File: src/rtl/drop_scheduler_pkg.sv
// Shared types and default geometry for the falling-piece scheduler.
package drop_pkg;
  localparam int XW       = 8;
  localparam int YW       = 7;
  localparam int STEP     = 10;
  localparam int TOP_Y    = 0;
  localparam int BOTTOM_Y = 54;
  localparam int X_P0     = 0;
  localparam int X_P1     = 118;

  typedef enum logic [2:0] {IDLE, DRAW, HOLD, ERASE, MOVE} state_e;
  typedef logic player_t;

  function automatic logic [1:0] player_onehot(player_t p);
    return p ? 2'b10 : 2'b01;
  endfunction
endpackage

File: src/rtl/drop_scheduler_if.sv
// Player-input / plot-drawer bundle of the drop scheduler.
// DROP_COUNT_EN adds the per-player landing counter output land_cnt.
interface drop_scheduler_if;
  import drop_pkg::*;
  logic [1:0]    req;
  logic [1:0]    clr_landed;
  logic          tick;
  logic          plot_done;
  logic          plot;
  logic          erase;
  logic [XW-1:0] x;
  logic [YW-1:0] y;
  logic [1:0]    grant;
  logic          busy;
  logic [1:0]    landed;
`ifdef DROP_COUNT_EN
  logic [15:0]   land_cnt;
`endif

  modport master (
    input  req, clr_landed, tick, plot_done,
    output plot, erase, x, y, grant, busy, landed
`ifdef DROP_COUNT_EN
    , output land_cnt
`endif
  );

  modport slave (
    output req, clr_landed, tick, plot_done,
    input  plot, erase, x, y, grant, busy, landed
`ifdef DROP_COUNT_EN
    , input land_cnt
`endif
  );
endinterface

File: src/rtl/drop_scheduler_rr_arbiter2.sv
// Two-way round-robin arbiter: a tie goes to the player that did not own the last drop.
module rr_arbiter2
  import drop_pkg::*;
(
  input  logic [1:0] eligible_i,
  input  player_t    last_grant_i,
  output logic [1:0] grant_o
);
  always_comb begin
    grant_o = 2'b00;
    case (eligible_i)
      2'b01:   grant_o = 2'b01;
      2'b10:   grant_o = 2'b10;
      2'b11:   grant_o = player_onehot(~last_grant_i);
      default: grant_o = 2'b00;
    endcase
  end
endmodule

File: src/rtl/drop_scheduler.sv
// Arbitrates P0/P1 drop requests and walks the granted piece down with erase/move/draw plots.
// DROP_COUNT_EN adds land_cnt = {P1 landings, P0 landings}, 8-bit wrapping counters.
module drop_scheduler #(
  parameter int STEP     = drop_pkg::STEP,
  parameter int TOP_Y    = drop_pkg::TOP_Y,
  parameter int BOTTOM_Y = drop_pkg::BOTTOM_Y,
  parameter int X_P0     = drop_pkg::X_P0,
  parameter int X_P1     = drop_pkg::X_P1
) (
  input  logic              clk,
  input  logic              reset,
  drop_scheduler_if.master  bus
);
  import drop_pkg::*;

  state_e        state_q, state_d;
  logic [XW-1:0] x_q, x_d;
  logic [YW-1:0] y_q, y_d;
  logic [1:0]    grant_q, grant_d;
  logic [1:0]    landed_q, landed_d;
  player_t       last_q, last_d;
  logic [1:0]    eligible;
  logic [1:0]    arb_grant;
  logic          land_now;
  logic [YW:0]   y_sum;

  assign eligible = bus.req & ~landed_q;
  // One bit wider than y so a step past the bottom clamps instead of wrapping.
  assign y_sum    = {1'b0, y_q} + (YW+1)'(STEP);

  rr_arbiter2 u_arb (
    .eligible_i   (eligible),
    .last_grant_i (last_q),
    .grant_o      (arb_grant)
  );

  always_comb begin
    state_d  = state_q;
    x_d      = x_q;
    y_d      = y_q;
    grant_d  = grant_q;
    last_d   = last_q;
    land_now = 1'b0;
    case (state_q)
      IDLE: if (arb_grant != 2'b00) begin
        grant_d = arb_grant;
        x_d     = arb_grant[1] ? XW'(X_P1) : XW'(X_P0);
        y_d     = YW'(TOP_Y);
        state_d = DRAW;
      end
      DRAW:  if (bus.plot_done) state_d = HOLD;
      HOLD: if (bus.tick) begin
        if (y_q == YW'(BOTTOM_Y)) begin
          land_now = 1'b1;
          last_d   = grant_q[1];
          grant_d  = 2'b00;
          state_d  = IDLE;
        end else begin
          state_d  = ERASE;
        end
      end
      ERASE: if (bus.plot_done) state_d = MOVE;
      MOVE: begin
        y_d     = (y_sum > (YW+1)'(BOTTOM_Y)) ? YW'(BOTTOM_Y) : y_sum[YW-1:0];
        state_d = DRAW;
      end
      default: state_d = IDLE;
    endcase
    // A landing in the same cycle as its clear keeps the flag set.
    landed_d = (landed_q & ~bus.clr_landed) | (land_now ? grant_q : 2'b00);
  end

  always_ff @(posedge clk or posedge reset) begin
    if (reset) begin
      state_q  <= IDLE;
      x_q      <= '0;
      y_q      <= '0;
      grant_q  <= '0;
      landed_q <= '0;
      last_q   <= 1'b1;
    end else begin
      state_q  <= state_d;
      x_q      <= x_d;
      y_q      <= y_d;
      grant_q  <= grant_d;
      landed_q <= landed_d;
      last_q   <= last_d;
    end
  end

  assign bus.plot   = (state_q == DRAW) || (state_q == ERASE);
  assign bus.erase  = (state_q == ERASE);
  assign bus.x      = x_q;
  assign bus.y      = y_q;
  assign bus.grant  = grant_q;
  assign bus.busy   = (state_q != IDLE);
  assign bus.landed = landed_q;

`ifdef DROP_COUNT_EN
  logic [7:0] cnt_w [2];
  for (genvar gi = 0; gi < 2; gi++) begin : g_cnt
    logic [7:0] cnt_q;
    always_ff @(posedge clk or posedge reset) begin
      if (reset)                       cnt_q <= '0;
      else if (land_now && grant_q[gi]) cnt_q <= cnt_q + 8'd1;
    end
    assign cnt_w[gi] = cnt_q;
  end
  assign bus.land_cnt = {cnt_w[1], cnt_w[0]};
`endif
endmodule

File: src/flat_wrapper.sv
// flat-port wrapper written by rule: the top's interface ports become plain ports
module drop_scheduler_flat import drop_pkg::*;
#(
  parameter int STEP     = drop_pkg::STEP,
  parameter int TOP_Y    = drop_pkg::TOP_Y,
  parameter int BOTTOM_Y = drop_pkg::BOTTOM_Y,
  parameter int X_P0     = drop_pkg::X_P0,
  parameter int X_P1     = drop_pkg::X_P1
)
  (clk, reset, bus_req, bus_clr_landed, bus_tick, bus_plot_done, bus_plot, bus_erase, bus_x, bus_y, bus_grant, bus_busy, bus_landed);
  drop_scheduler_if bus_i ();
  input  logic clk;
  input  logic reset;
  input wire logic [$bits(bus_i.req)-1:0] bus_req;
  input wire logic [$bits(bus_i.clr_landed)-1:0] bus_clr_landed;
  input wire logic [$bits(bus_i.tick)-1:0] bus_tick;
  input wire logic [$bits(bus_i.plot_done)-1:0] bus_plot_done;
  output wire logic [$bits(bus_i.plot)-1:0] bus_plot;
  output wire logic [$bits(bus_i.erase)-1:0] bus_erase;
  output wire logic [$bits(bus_i.x)-1:0] bus_x;
  output wire logic [$bits(bus_i.y)-1:0] bus_y;
  output wire logic [$bits(bus_i.grant)-1:0] bus_grant;
  output wire logic [$bits(bus_i.busy)-1:0] bus_busy;
  output wire logic [$bits(bus_i.landed)-1:0] bus_landed;
  assign bus_i.req = bus_req;
  assign bus_i.clr_landed = bus_clr_landed;
  assign bus_i.tick = bus_tick;
  assign bus_i.plot_done = bus_plot_done;
  assign bus_plot = bus_i.plot;
  assign bus_erase = bus_i.erase;
  assign bus_x = bus_i.x;
  assign bus_y = bus_i.y;
  assign bus_grant = bus_i.grant;
  assign bus_busy = bus_i.busy;
  assign bus_landed = bus_i.landed;
  drop_scheduler #(.STEP(STEP), .TOP_Y(TOP_Y), .BOTTOM_Y(BOTTOM_Y), .X_P0(X_P0), .X_P1(X_P1)) u_core (.clk(clk), .reset(reset), .bus(bus_i));
endmodule
File: config.mk
export PLATFORM = sky130hd
export DESIGN_NAME = drop_scheduler_flat
export DESIGN_NICKNAME = d
export VERILOG_FILES = /design/src/rtl/drop_scheduler_pkg.sv /design/src/rtl/drop_scheduler_if.sv /design/src/rtl/drop_scheduler_rr_arbiter2.sv /design/src/rtl/drop_scheduler.sv /design/src/flat_wrapper.sv
export SDC_FILE = /design/constraint.sdc
export NUM_CORES = 1
export LEC_CHECK = 0
export CAP_MARGIN = 15
export CORE_UTILIZATION = 48
export DETAILED_ROUTE_END_ITERATION = 8
export GPL_TIMING_DRIVEN = 0
export PLACE_DENSITY = 0.83
export REMOVE_ABC_BUFFERS = 1
export SLEW_MARGIN = 20
export SYNTH_ARGS = -nofsm -noshare
export SYNTH_HDL_FRONTEND = slang
export SYNTH_SLANG_ARGS = --single-unit
File: constraint.sdc
create_clock -name clk -period 5.65 [get_ports clk]
set_input_delay 0.565 -clock clk [delete_from_list [all_inputs] [get_ports clk]]
set_output_delay 0.565 -clock clk [all_outputs]
set_load 0.03 [all_outputs]
Word-level counts from Yosys, hierarchy flattened --
Cells that the tools add are included.
Storage, ports and cells: register bits after elaboration 23, latch bits 0, RAM bits 0, memory bits (read-only) 0, output and inout bits 22, logic and storage cells 57, memories 0
Cells by class: add/sub/neg operators 1, $mul 0, divide/modulo/power cells 0, $lt $le $gt $ge 1, equality and inequality tests 13, shift-type cells 0, mux-type cells 20, bitwise operators 5, reductions and logical operators 11
Operator list (number):
- 7-bit two-way mux | 3
- 3-bit one-hot mux with 5 select lines | 1
- 7-bit one-hot mux with 2 select lines | 1
- 2-bit two-way mux | 6
- 3-bit two-way mux | 4
- 7-bit by 4-bit adder with 8-bit output (second input constant) | 1
- 8-bit by 6-bit greater-than comparator with 1-bit output (second input constant) | 1
- 4-bit AND reduction | 2
- 7-bit by 6-bit == test with 1-bit output (second input constant) | 1
- 3-bit by 2-bit == test with 1-bit output (second input constant) | 2
- 2-bit inequality test (second input constant) | 3
- 2-bit one-hot mux with 3 select lines | 1
- 2-bit nonzero test | 3
- 2-bit bitwise AND | 2
- 2-bit == test (second input constant) | 2
- 2-bit by 1-bit inequality test with 1-bit output (second input constant) | 2
- 2-bit NOT | 2
- 2-bit one-hot mux with 2 select lines | 1
- 2-bit AND reduction | 2
- 3-bit by 1-bit == test with 1-bit output (second input constant) | 1
- 3-bit == test (second input constant) | 1
- 3-bit logical NOT | 1
- 1-bit two-way mux | 3
- 3-bit AND reduction | 1
- other kinds (4) | 4

Longest topological paths before layout --
Gate-level depths: netlist of run 1.
depth in word-level cells 7, gate-level depth with buffers 6

Hierarchy --
A second synthesis of run 1 with hierarchy kept.
Unflattened totals: cells, all modules 107, area total of the unflattened synthesis 955.9 um2
Modules (own cells, without submodules):
- drop_scheduler | instances 1, cells an instance 104, area an instance 937.1 um2
- rr_arbiter2 | instances 1, cells an instance 3, area an instance 18.8 um2

Worst setup path before layout of run 1 --
OpenSTA, ideal clock, no wires.
path kind register to register, from register u_core.y_q[1], in the netlist u_core.bus.y[1], to register u_core.y_q[3], in the netlist u_core.bus.y[3], library setup time 0.118 ns, arrival time 1.946 ns, required time 5.532 ns, setup slack 3.585 ns, cell stages (with the launch flop) 7, path buffers 0, cell sequence dfrtp_1 -> ha_1 -> or2_4 -> or3_4 -> a311oi_2 -> a2111oi_1 -> a21o_1
On the way: longest elaborated chain between the ends 4
Ends and longest elaborated chain:
- start: declaration | RTL line drop_scheduler.sv:18 | logic [YW-1:0] y_q, y_d;
- start signal: assignment | RTL line drop_scheduler.sv:84 | y_q <= y_d;
- 7-bit by 4-bit adder with 8-bit output (*) | RTL line drop_scheduler.sv:29 | assign y_sum = {1'b0, y_q} + (YW+1)'(STEP);
- 8-bit by 6-bit greater-than comparator with 1-bit output | RTL line drop_scheduler.sv:64 | y_d = (y_sum > (YW+1)'(BOTTOM_Y)) ? YW'(BOTTOM_Y) : y_sum[YW-1:0];
- 7-bit two-way mux (*) | RTL line drop_scheduler.sv:64
- 7-bit one-hot mux with 2 select lines (*) | RTL line drop_scheduler.sv:44 | case (state_q)
Mark *: on every way between the ends. The rest lies on a longest branch, timed or not. A chain may end at the register's enable or synchronous reset.

Final worst setup path of run 1 --
from register u_core.state_q[0], to output port bus_erase
On the way: longest elaborated chain between the ends 1
Ends and longest elaborated chain:
- start: declaration | RTL line drop_scheduler.sv:16 | state_e state_q, state_d;
- start signal: assignment | RTL line drop_scheduler.sv:82 | state_q <= state_d;
- 3-bit by 2-bit == test with 1-bit output | RTL line drop_scheduler.sv:92 | assign bus.erase = (state_q == ERASE);
- end: declaration | RTL line flat_wrapper.sv:19 | output wire logic [$bits(bus_i.erase)-1:0] bus_erase;
Every way passes these cells.

==> results_dict.tcl, run 1 <==
set metrics [dict create \
    slew_headroom 0.6358 \
    worstMarginPinSlew_ns 0.5457 \
    nNetsFinal 138 \
    grt_max_degree 16 \
    avgViaCountPerCell 5.307 \
    synth_cells 106 \
    wirelength_microns 1856 \
    insertion_delay_ns 0.29 \
    grt_pass1_vias 676 \
    multi_input_area_sq_um 481.7 \
    post_cts_buffers 0 \
    place_congestion 0.8065 \
    endpoint "bus_erase" \
    crit_path_start "u_core.state_q[0]" \
    synth_cell_types 40 \
    rsz0062_at_grt "false" \
    final.setup.tns_ns 0 \
    cap_violations 0 \
    fin_worst_skew_ns 0.002239 \
    finalHoldViolCount 0 \
    synth_area_leaders "dfrtp_1 37%, buf_4 6.4%, o21ai_0 4.8%" \
    setup_slack_ns 3.288 \
    cts_htree_levels 1 \
    antennaDiodeCount 0 \
    hold_class "flop to flop" \
    final_max_slew_viol_count 0 \
    chipHeight_microns 46.28 \
    final_cells 153 \
    synth_area_sq_um 940.9 \
    status "completed" \
    synth.ff_latch_count 15 \
    critPathKind "flop to output port" \
    ant_nets 0 \
    coreArea_sq_um 1783 \
    fillers 149 \
    hpwl_microns 1396 \
    p_per_area_nw_per_um2 475.7 \
    synth-edff-count 0 \
    worstPathMaxFanout 7 \
    ioPinCount 30 \
    die_area_sq_um 2141 \
    cp-end-kind "output port" \
    holdBufCountCts 0 \
    clock_sinks 15 \
    drt_first_iter_violations 20 \
    overflow 0 \
    regArea_sq_um 376.6 \
    drc 0 \
    cp-start-kind "flop" \
    die_w_microns 46.28 \
    pre_cts_ws_ns 3.335 \
    antenna_found_initial 0 \
    irDropWorstVdd_v 0.0003351 \
    start_util 0.5277 \
    syn_area_per_cell_sq_um 8.876 \
    finalSetupViolations 0 \
    grt_pass1_wl_microns 2980 \
    required_ns 5.09 \
    cts_buffers 3 \
    grt_usage 0.2018 \
    synth.largest_area_cell "dfrtp_1" \
    dp_cells 149 \
    areaGrowthSynthToFinish_pct 25.93 \
    power_mw 0.5637 \
    r2r-start "u_core.bus.y[1]" \
    avgRoutedWirePerCell_microns 12.13 \
    ff2ff_setup_slack_ns 3.56 \
    ys_seq_area_frac 0.4003 \
    clk_path_buf_depth 2 \
    drt_first_pass_iters 4 \
    ys_async_sr_fraction 1.000 \
    worstRegToRegCells 6 \
    post_cts_resized 0 \
    cts_tree "done" \
    drive_gt1_frac 0.1094 \
    power.leakage_nw 0.5045 \
    clockRootBuffer "clkbuf_4" \
    crit_arrival_ns 1.80 \
    post-route-period-util 0.4181 \
    synth-warning-count 0 \
    r2r-end "u_core.bus.y[3]" \
    cts.clk_slew.worst_paths_ns 0.08 \
    synth_top_area_frac 0.3723 \
    rows 15 \
    port_buffers 25 \
    period_minus_slack_ns 2.362 \
    via_count 812 \
    synth_flop_cell "dfrtp_1" \
    timing.fmax_mhz 423.3 \
]
[per-stage QoR]
step / hold slack [ns] / util / cell area, sq um
after floorplan: 0.4644 / - / 877.1
after global placement: 0.4783 / 0.6498 / 1159
after detailed placement: 0.4822 / 0.6498 / 1159
after CTS: 0.5087 / 0.6646 / 1185
after global routing: 0.5334 / 0.6646 / 1185
final: 0.5131 / 0.6646 / 1185
[area by class of cell]
| type | instances | share of cell area |
|---|---|---|
| clock buffer | 4 | 0.02218 |
| sequential | 15 | 0.3178 |
| inverter | 5 | 0.01584 |
| tap | 25 | 0.02640 |
| timing repair buffer | 25 | 0.2112 |
| multi-input combinational | 79 | 0.4065 |
[state kept, by name, summed over array words and instances (netlist names)]
register / count
u_core.last_q: 1
u_core.bus.grant: 2
u_core.bus.x: 1
u_core.state_q: 3
u_core.bus.landed: 2
u_core.bus.y: 6
[layout by cell type (no fill, tap or decap), types with 3 or more instances in the layout]
cell             synthesis  routed
nor3_1                   3       3
conb_1                   1       4
nand2_1                 10      10
nor2_1                   9       9
clkbuf_4                 0       3
clkdlybuf4s50_1          0      25
nor2b_1                  5       5
o21ai_0                  9       9
inv_1                    5       5
o21ai_1                  3       3
a21oi_1                  3       3
dfrtp_1                 14      14
[critical path, cell delays in order (launching register included)]
cell	delay (ns)
dfrtp_1	0.46
nor2b_1	0.24
and2_1	0.15
clkdlybuf4s50_1	0.66
[power by group]
group          leakage [nW]  switching, mW  internal [mW]
logic                 0.295          0.175          0.141
clock network        0.0150         0.0332         0.0275
registers             0.194         0.0509          0.136
[synthesized netlist by cell type, types with 3 or more instances]
cell type / n
nor3_1: 3
buf_4: 8
a21oi_1: 3
nand2_1: 10
dfrtp_1: 14
nor2b_1: 5
o21ai_1: 3
nor2_1: 9
o21ai_0: 9
inv_1: 5
[how the worst min path moves through the flow]
stage / start / to / slack, ns / cells after the start
4_1_cts: u_core.last_q / u_core.last_q / 0.51 / 2
3_5_place_dp: u_core.last_q / u_core.last_q / 0.48 / 2
6_report: u_core.bus.grant[0] / u_core.bus.grant[0] / 0.51 / 1
2_1_floorplan: u_core.last_q / u_core.last_q / 0.46 / 2
3_3_place_gp: u_core.last_q / u_core.last_q / 0.48 / 2
5_1_grt: u_core.last_q / u_core.last_q / 0.53 / 2
[cells by family after synthesis]
kind of cell,after synthesis,share of synthesized area
and+or+nand+nor,42,0.2420
muxes,2,0.02393
buffers and inverters,15,0.09973
xor gates and xnor gates,3,0.02793
other,1,0.003986
DFF,15,0.4003
AOI/OAI and AO/OA,27,0.1888
adders and majority gates,1,0.01330
[routing by layer]
metal	GRT usage	part of all wire	up-vias
li1	-	-	398
met1	0.2665	0.47	379
met2	0.3127	0.46	31
met3	0.04706	0.059	4
met4	0.08824	0.016	0
met5	0	0	-
Note: power is estimated with default switching activity, not from simulation.
==> run 2, diff against run 1 <==
--- a/config.mk
+++ b/config.mk
@@ -6,10 +6,10 @@
 export NUM_CORES = 1
 export LEC_CHECK = 0
 export CAP_MARGIN = 15
-export CORE_UTILIZATION = 48
+export CORE_UTILIZATION = 41
 export DETAILED_ROUTE_END_ITERATION = 8
 export GPL_TIMING_DRIVEN = 0
-export PLACE_DENSITY = 0.83
+export PLACE_DENSITY = 0.75
 export REMOVE_ABC_BUFFERS = 1
 export SLEW_MARGIN = 20
 export SYNTH_ARGS = -nofsm -noshare
==> constraint.sdc (replaced) <==
create_clock -name clk -period 2 [get_ports clk]
set_input_delay 0.2 -clock clk [delete_from_list [all_inputs] [get_ports clk]]
set_output_delay 0.2 -clock clk [all_outputs]
set_load 0.03 [all_outputs]
==> results_dict.tcl, run 2 (same netlist as run 1, synthesis figures left out) <==
set metrics [dict create \
    period_minus_slack_ns 1.969 \
    finalSetupViolations 0 \
    drt_first_pass_iters 5 \
    start_util 0.4563 \
    rows 16 \
    p_int_mw 0.8928 \
    p_seq_frac 0.313 \
    timing.fmax_mhz 507.8 \
    grt_pass1_wl_microns 3360 \
    power_mw 1.658 \
    layout_commonest_cell "clkdlybuf4s50_1" \
    cp-end-kind "flop" \
    nNetsFinal 144 \
    critPathBufInv 0 \
    wirelength_microns 2131 \
    critPathKind "flop to flop" \
    die_w_microns 49.91 \
    path_depth 6 \
    final_cell_mix "23 x clkdlybuf4s50_1, 12 x dfrtp_1, 10 x nand2_1" \
    die_area_sq_um 2491 \
    met2_usage 0.2950 \
    worstRegToRegCells 6 \
    clockRootBuffer "clkbuf_4" \
    use_met1 0.2275 \
    multi_input_area_sq_um 510.5 \
    fillers 173 \
    cts.clk_slew.worst_paths_ns 0.10 \
    r2r-start "u_core.bus.y[2]" \
    fin_worst_skew_ns 0.01614 \
    post-route-period-util 0.9847 \
    grt_usage 0.1782 \
    drt_first_iter_violations 20 \
    top_usage_layer "met2" \
    areaGrowthSynthToFinish_pct 34.97 \
    crit_chain "ha_4 > or2_4 > or3_4 > a311oi_4 > a2111oi_2 > a21o_1" \
    antenna_found_initial 0 \
    crit_arrival_ns 2.14 \
    cts_tree "done" \
    final.setup.tns_ns 0 \
    required_ns 2.17 \
    final_max_slew_viol_count 0 \
    cap_violations 0 \
    place_congestion 0.8453 \
    rsz0062_at_grt "true" \
    antennaDiodeCount 0 \
    fin_area_sq_um 1270 \
    irDropWorstVdd_v 0.0009667 \
    p_sw_frac 0.4616 \
    ant_nets 0 \
    p_per_area_nw_per_um2 1306 \
    avgRoutedWirePerCell_microns 13.24 \
    hpwl_microns 1472 \
    chipHeight_microns 49.91 \
    clk_path_buf_depth 2 \
    largest_register_ff_count 6 \
    drive_gt1_frac 0.1866 \
    holdBufCountCts 0 \
    p_clk_frac 0.104 \
    clock_sinks 15 \
    port_buffers 25 \
    power.leakage_nw 0.5532 \
    final_cells 161 \
    coreArea_sq_um 2062 \
    grt_pass1_vias 741 \
    status "completed" \
    crit_path_top_delay_cell "dfrtp_2" \
    drc 0 \
    whs_ns 0.2665 \
    grt_use_met3 0.04938 \
    ff2ff_setup_slack_ns 0.03 \
    grt_max_degree 16 \
    worstPathMaxFanout 5 \
    regArea_sq_um 379.1 \
    path_delay_family "compound AO/OA/AOI/OAI gates" \
    ioPinCount 30 \
    finalHoldViolCount 0 \
    placed_area_sq_um 1161 \
    cts_buffers 3 \
    p_sw_mw 0.7655 \
    cpPeakStageDelay_ns 0.47 \
    cp-start-kind "flop" \
    via_count 844 \
    worstMarginPinSlew_ns 0.5925 \
    p_comb_frac 0.583 \
    insertion_delay_ns 0.29 \
    slew_headroom 0.6046 \
    r2r-end "u_core.bus.y[3]" \
    cts_htree_levels 1 \
    avgViaCountPerCell 5.242 \
    overflow 0 \
    dp_cells 151 \
    hold_class "primary input to async pin" \
]
## run 2: metrics by stage
step           utilization  setup WS (ns)
6_report            0.6159        0.03066
5_1_grt             0.6159       -0.02501
4_1_cts             0.5880       0.005439
3_5_place_dp        0.5631        -0.1169
3_3_place_gp        0.5631       -0.08123
2_1_floorplan            -       -0.06463
## run 2: worst max path at each step
stage | start | to | slack, ns
after CTS | u_core.bus.y[2] | u_core.bus.y[3] | 0.005
final | u_core.bus.y[2] | u_core.bus.y[3] | 0.03
after detailed placement | u_core.bus.y[1] | u_core.bus.y[3] | -0.12
after global placement | u_core.bus.y[1] | u_core.bus.y[3] | -0.08
after global routing | u_core.bus.y[2] | u_core.bus.y[3] | -0.03
after floorplan | u_core.bus.y[1] | u_core.bus.y[3] | -0.06
## run 2: layer usage
layer  wire length (microns)  vias to the layer above
met3                     123                        2
met2                    1068                       35
met1                     920                      393
li1                        -                      414
met4                      19                        0
met5                       0                        -
## run 2: worst register-to-register path, stage by stage, from the launching register on
cell	delay (ns)
dfrtp_2	0.47
ha_4	0.19
or2_4	0.24
or3_4	0.35
a311oi_4	0.38
a2111oi_2	0.07
a21o_1	0.16
## run 2: power by group through the flow
stage	Sequential, mW	Combinational, mW	Clock, mW
2_1_floorplan	0.689	0.389	0
3_3_place_gp	0.526	0.882	0
3_5_place_dp	0.534	0.897	0
4_1_cts	0.514	0.943	0.183
5_1_grt	0.533	1.04	0.191
6_report	0.519	0.967	0.172
## run 2: area by class of cell
cell class	instances	area share
tap	27	0.02660
sequential	15	0.2985
clock buffer	3	0.01773
inverter	5	0.01478
timing repair buffer	31	0.2365
clock inverter	1	0.003941
multi-input combinational	79	0.4020
## run 2: timing repair
action / 4_1_cts / 5_1_grt
pin swaps: 0 / 3
endpoints found under the setup margin: 3 / 3
resized for setup: 5 / 5
setup buffers: 1 / 5
hold endpoints to repair: 0 / 0
==> run 3, diff against run 2 <==
--- a/config.mk
+++ b/config.mk
@@ -6,11 +6,13 @@
 export NUM_CORES = 1
 export LEC_CHECK = 0
 export CAP_MARGIN = 15
+export CORE_MARGIN = 2
 export CORE_UTILIZATION = 41
 export DETAILED_ROUTE_END_ITERATION = 8
 export GPL_TIMING_DRIVEN = 0
 export PLACE_DENSITY = 0.75
 export REMOVE_ABC_BUFFERS = 1
+export SKIP_LAST_GASP = 1
 export SLEW_MARGIN = 20
 export SYNTH_ARGS = -nofsm -noshare
 export SYNTH_HDL_FRONTEND = slang
==> constraint.sdc (replaced) <==
create_clock -name clk -period 2 [get_ports clk]
set_input_delay 0.4 -clock clk [delete_from_list [all_inputs] [get_ports clk]]
set_output_delay 0.4 -clock clk [all_outputs]
set_load 0.03 [all_outputs]
==> results_dict.tcl, run 3 (same netlist as run 1, synthesis figures left out) <==
set metrics [dict create \
    status "completed" \
    nNetsFinal 142 \
    overflow 0 \
    cp-end-kind "flop" \
    coreArea_sq_um 2191 \
    clock_sinks 15 \
    antenna_found_initial 0 \
    worstPathMaxFanout 7 \
    critPathKind "flop to flop" \
    port_buffers 25 \
    cts_buffers 3 \
    final_cell_mix "22 x clkdlybuf4s50_1, 11 x dfrtp_1, 10 x nand2_1" \
    areaGrowthSynthToFinish_pct 30.59 \
    p_sw_frac 0.4587 \
    p_per_area_nw_per_um2 1312 \
    grt_max_degree 16 \
    hpwl_microns 1481 \
    die_w_microns 51.91 \
    setup_slack_ns 0.05999 \
    power_mw 1.612 \
    final_cells 160 \
    ant_nets 0 \
    power.leakage_nw 0.5203 \
    path_delay_family "simple AND/OR/NAND/NOR gates" \
    clockRootBuffer "clkbuf_4" \
    p_seq_frac 0.324 \
    critPathBufInv 0 \
    cp-start-kind "flop" \
    crit_path_top_delay_cell "dfrtp_2" \
    place_congestion 0.8576 \
    p_sw_mw 0.7396 \
    dp_cells 152 \
    layout_commonest_cell "clkdlybuf4s50_1" \
    placed_area_sq_um 1162 \
    final.setup.tns_ns 0 \
    chipHeight_microns 51.91 \
    cpPeakStageDelay_ns 0.46 \
    finalSetupViolations 0 \
    clk_path_buf_depth 2 \
    antennaDiodeCount 0 \
    post-route-period-util 0.9700 \
    slew_headroom 0.6332 \
    required_ns 2.17 \
    insertion_delay_ns 0.28 \
    crit_chain "ha_2 > or2_4 > or3_4 > a311oi_4 > a2111oi_1 > a21o_1" \
    drt_first_pass_iters 4 \
    grt_pass1_vias 760 \
    cts_tree "done" \
    final_max_slew_viol_count 0 \
    irDropWorstVdd_v 0.0009306 \
    via_count 783 \
    die_area_sq_um 2694 \
    p_comb_frac 0.574 \
    cts.clk_slew.worst_paths_ns 0.08 \
    p_int_mw 0.8728 \
    grt_usage 0.1689 \
    grt_pass1_wl_microns 3374 \
    wirelength_microns 1941 \
    fin_worst_skew_ns 0.003687 \
    cap_violations 0 \
    drt_first_iter_violations 9 \
    largest_register_ff_count 6 \
    timing.fmax_mhz 515.5 \
    worstMarginPinSlew_ns 0.5496 \
    rows 17 \
    crit_arrival_ns 2.11 \
    drive_gt1_frac 0.1742 \
    fillers 199 \
    rsz0062_at_grt "true" \
    pre_cts_ws_ns -0.1268 \
    ioPinCount 30 \
    avgRoutedWirePerCell_microns 12.13 \
    cts_htree_levels 1 \
    start_util 0.4295 \
    period_minus_slack_ns 1.940 \
    finalHoldViolCount 0 \
    fin_area_sq_um 1229 \
    avgViaCountPerCell 4.894 \
    p_clk_frac 0.102 \
    hold_class "primary input to async pin" \
    drc 0 \
]
-- run 3: changes by cell type in the layout (fill, tap and decap cells not counted), sizes merged --
cell           previous run  this run
dlygate4sd2               0         2
clkinv                    1         0
dlymetal6s2s              2         0
clkbuf                    3         5
buf                       6         4
clkdlybuf4s50            23        22
-- run 3: timing repair --
item / in CTS / in global routing
buffers inserted: 0 / 4
hold buffers: 0 / 0
gates resized for setup: 7 / 5
endpoints found under the setup margin: 6 / 3
hold endpoints to repair: 0 / 0
-- run 3: final cells by class --
cell class	instances	area [sq um]	share of cell area
inverters	5	18.77	0.01527
well taps	28	35.03	0.02851
clock buffers	4	26.28	0.02138
flip-flops and latches	15	380.4	0.3096
multi-input cells	79	495.5	0.4033
repair buffers	29	272.8	0.2220
-- run 3: power by group through the flow --
stage	registers (mW)	clock network [mW]	logic (mW)
2_1_floorplan	0.689	0	0.389
3_3_place_gp	0.525	0	0.880
3_5_place_dp	0.532	0	0.899
4_1_cts	0.530	0.173	0.884
5_1_grt	0.542	0.191	0.996
6_report	0.522	0.164	0.926
-- run 3: final timing paths --
check / endpoint / slack (ns) / from / depth (start not counted)
min reg2reg: u_core.last_q / 0.50 / u_core.last_q / 2
min: u_core.bus.y[5] / 0.46 / reset / 2
max reg2reg: u_core.bus.y[3] / 0.06 / u_core.bus.y[1] / 6
max in group asynchronous: u_core.state_q[2] / 1.14 / reset / 2
min in group clk: u_core.last_q / 0.50 / u_core.last_q / 2
max: u_core.bus.y[3] / 0.06 / u_core.bus.y[1] / 6
-- run 3: metal layers --
layer / vias up / wire length (microns) / global-route usage
li1: 403 / - / -
met3: 2 / 70 / 0.05172
met5: - / 0 / 0
met1: 362 / 876 / 0.2099
met4: 0 / 19 / 0.05263
met2: 16 / 975 / 0.2785
-- run 3: metrics by stage --
step	utilization	hold WS, ns
finish	0.5608	0.4601
global route	0.5608	0.4996
CTS	0.5483	0.4750
detailed placement	0.5306	0.4904
global placement	0.5306	0.4793
floorplan	-	0.3008
-- run 3: worst reg2reg max path: cells and delay by family (launching register included) --
family | cells | cell delay, ns
flops | 1 | 0.46
simple gates | 2 | 0.63
compound gates | 3 | 0.51
fa+ha+maj | 1 | 0.24
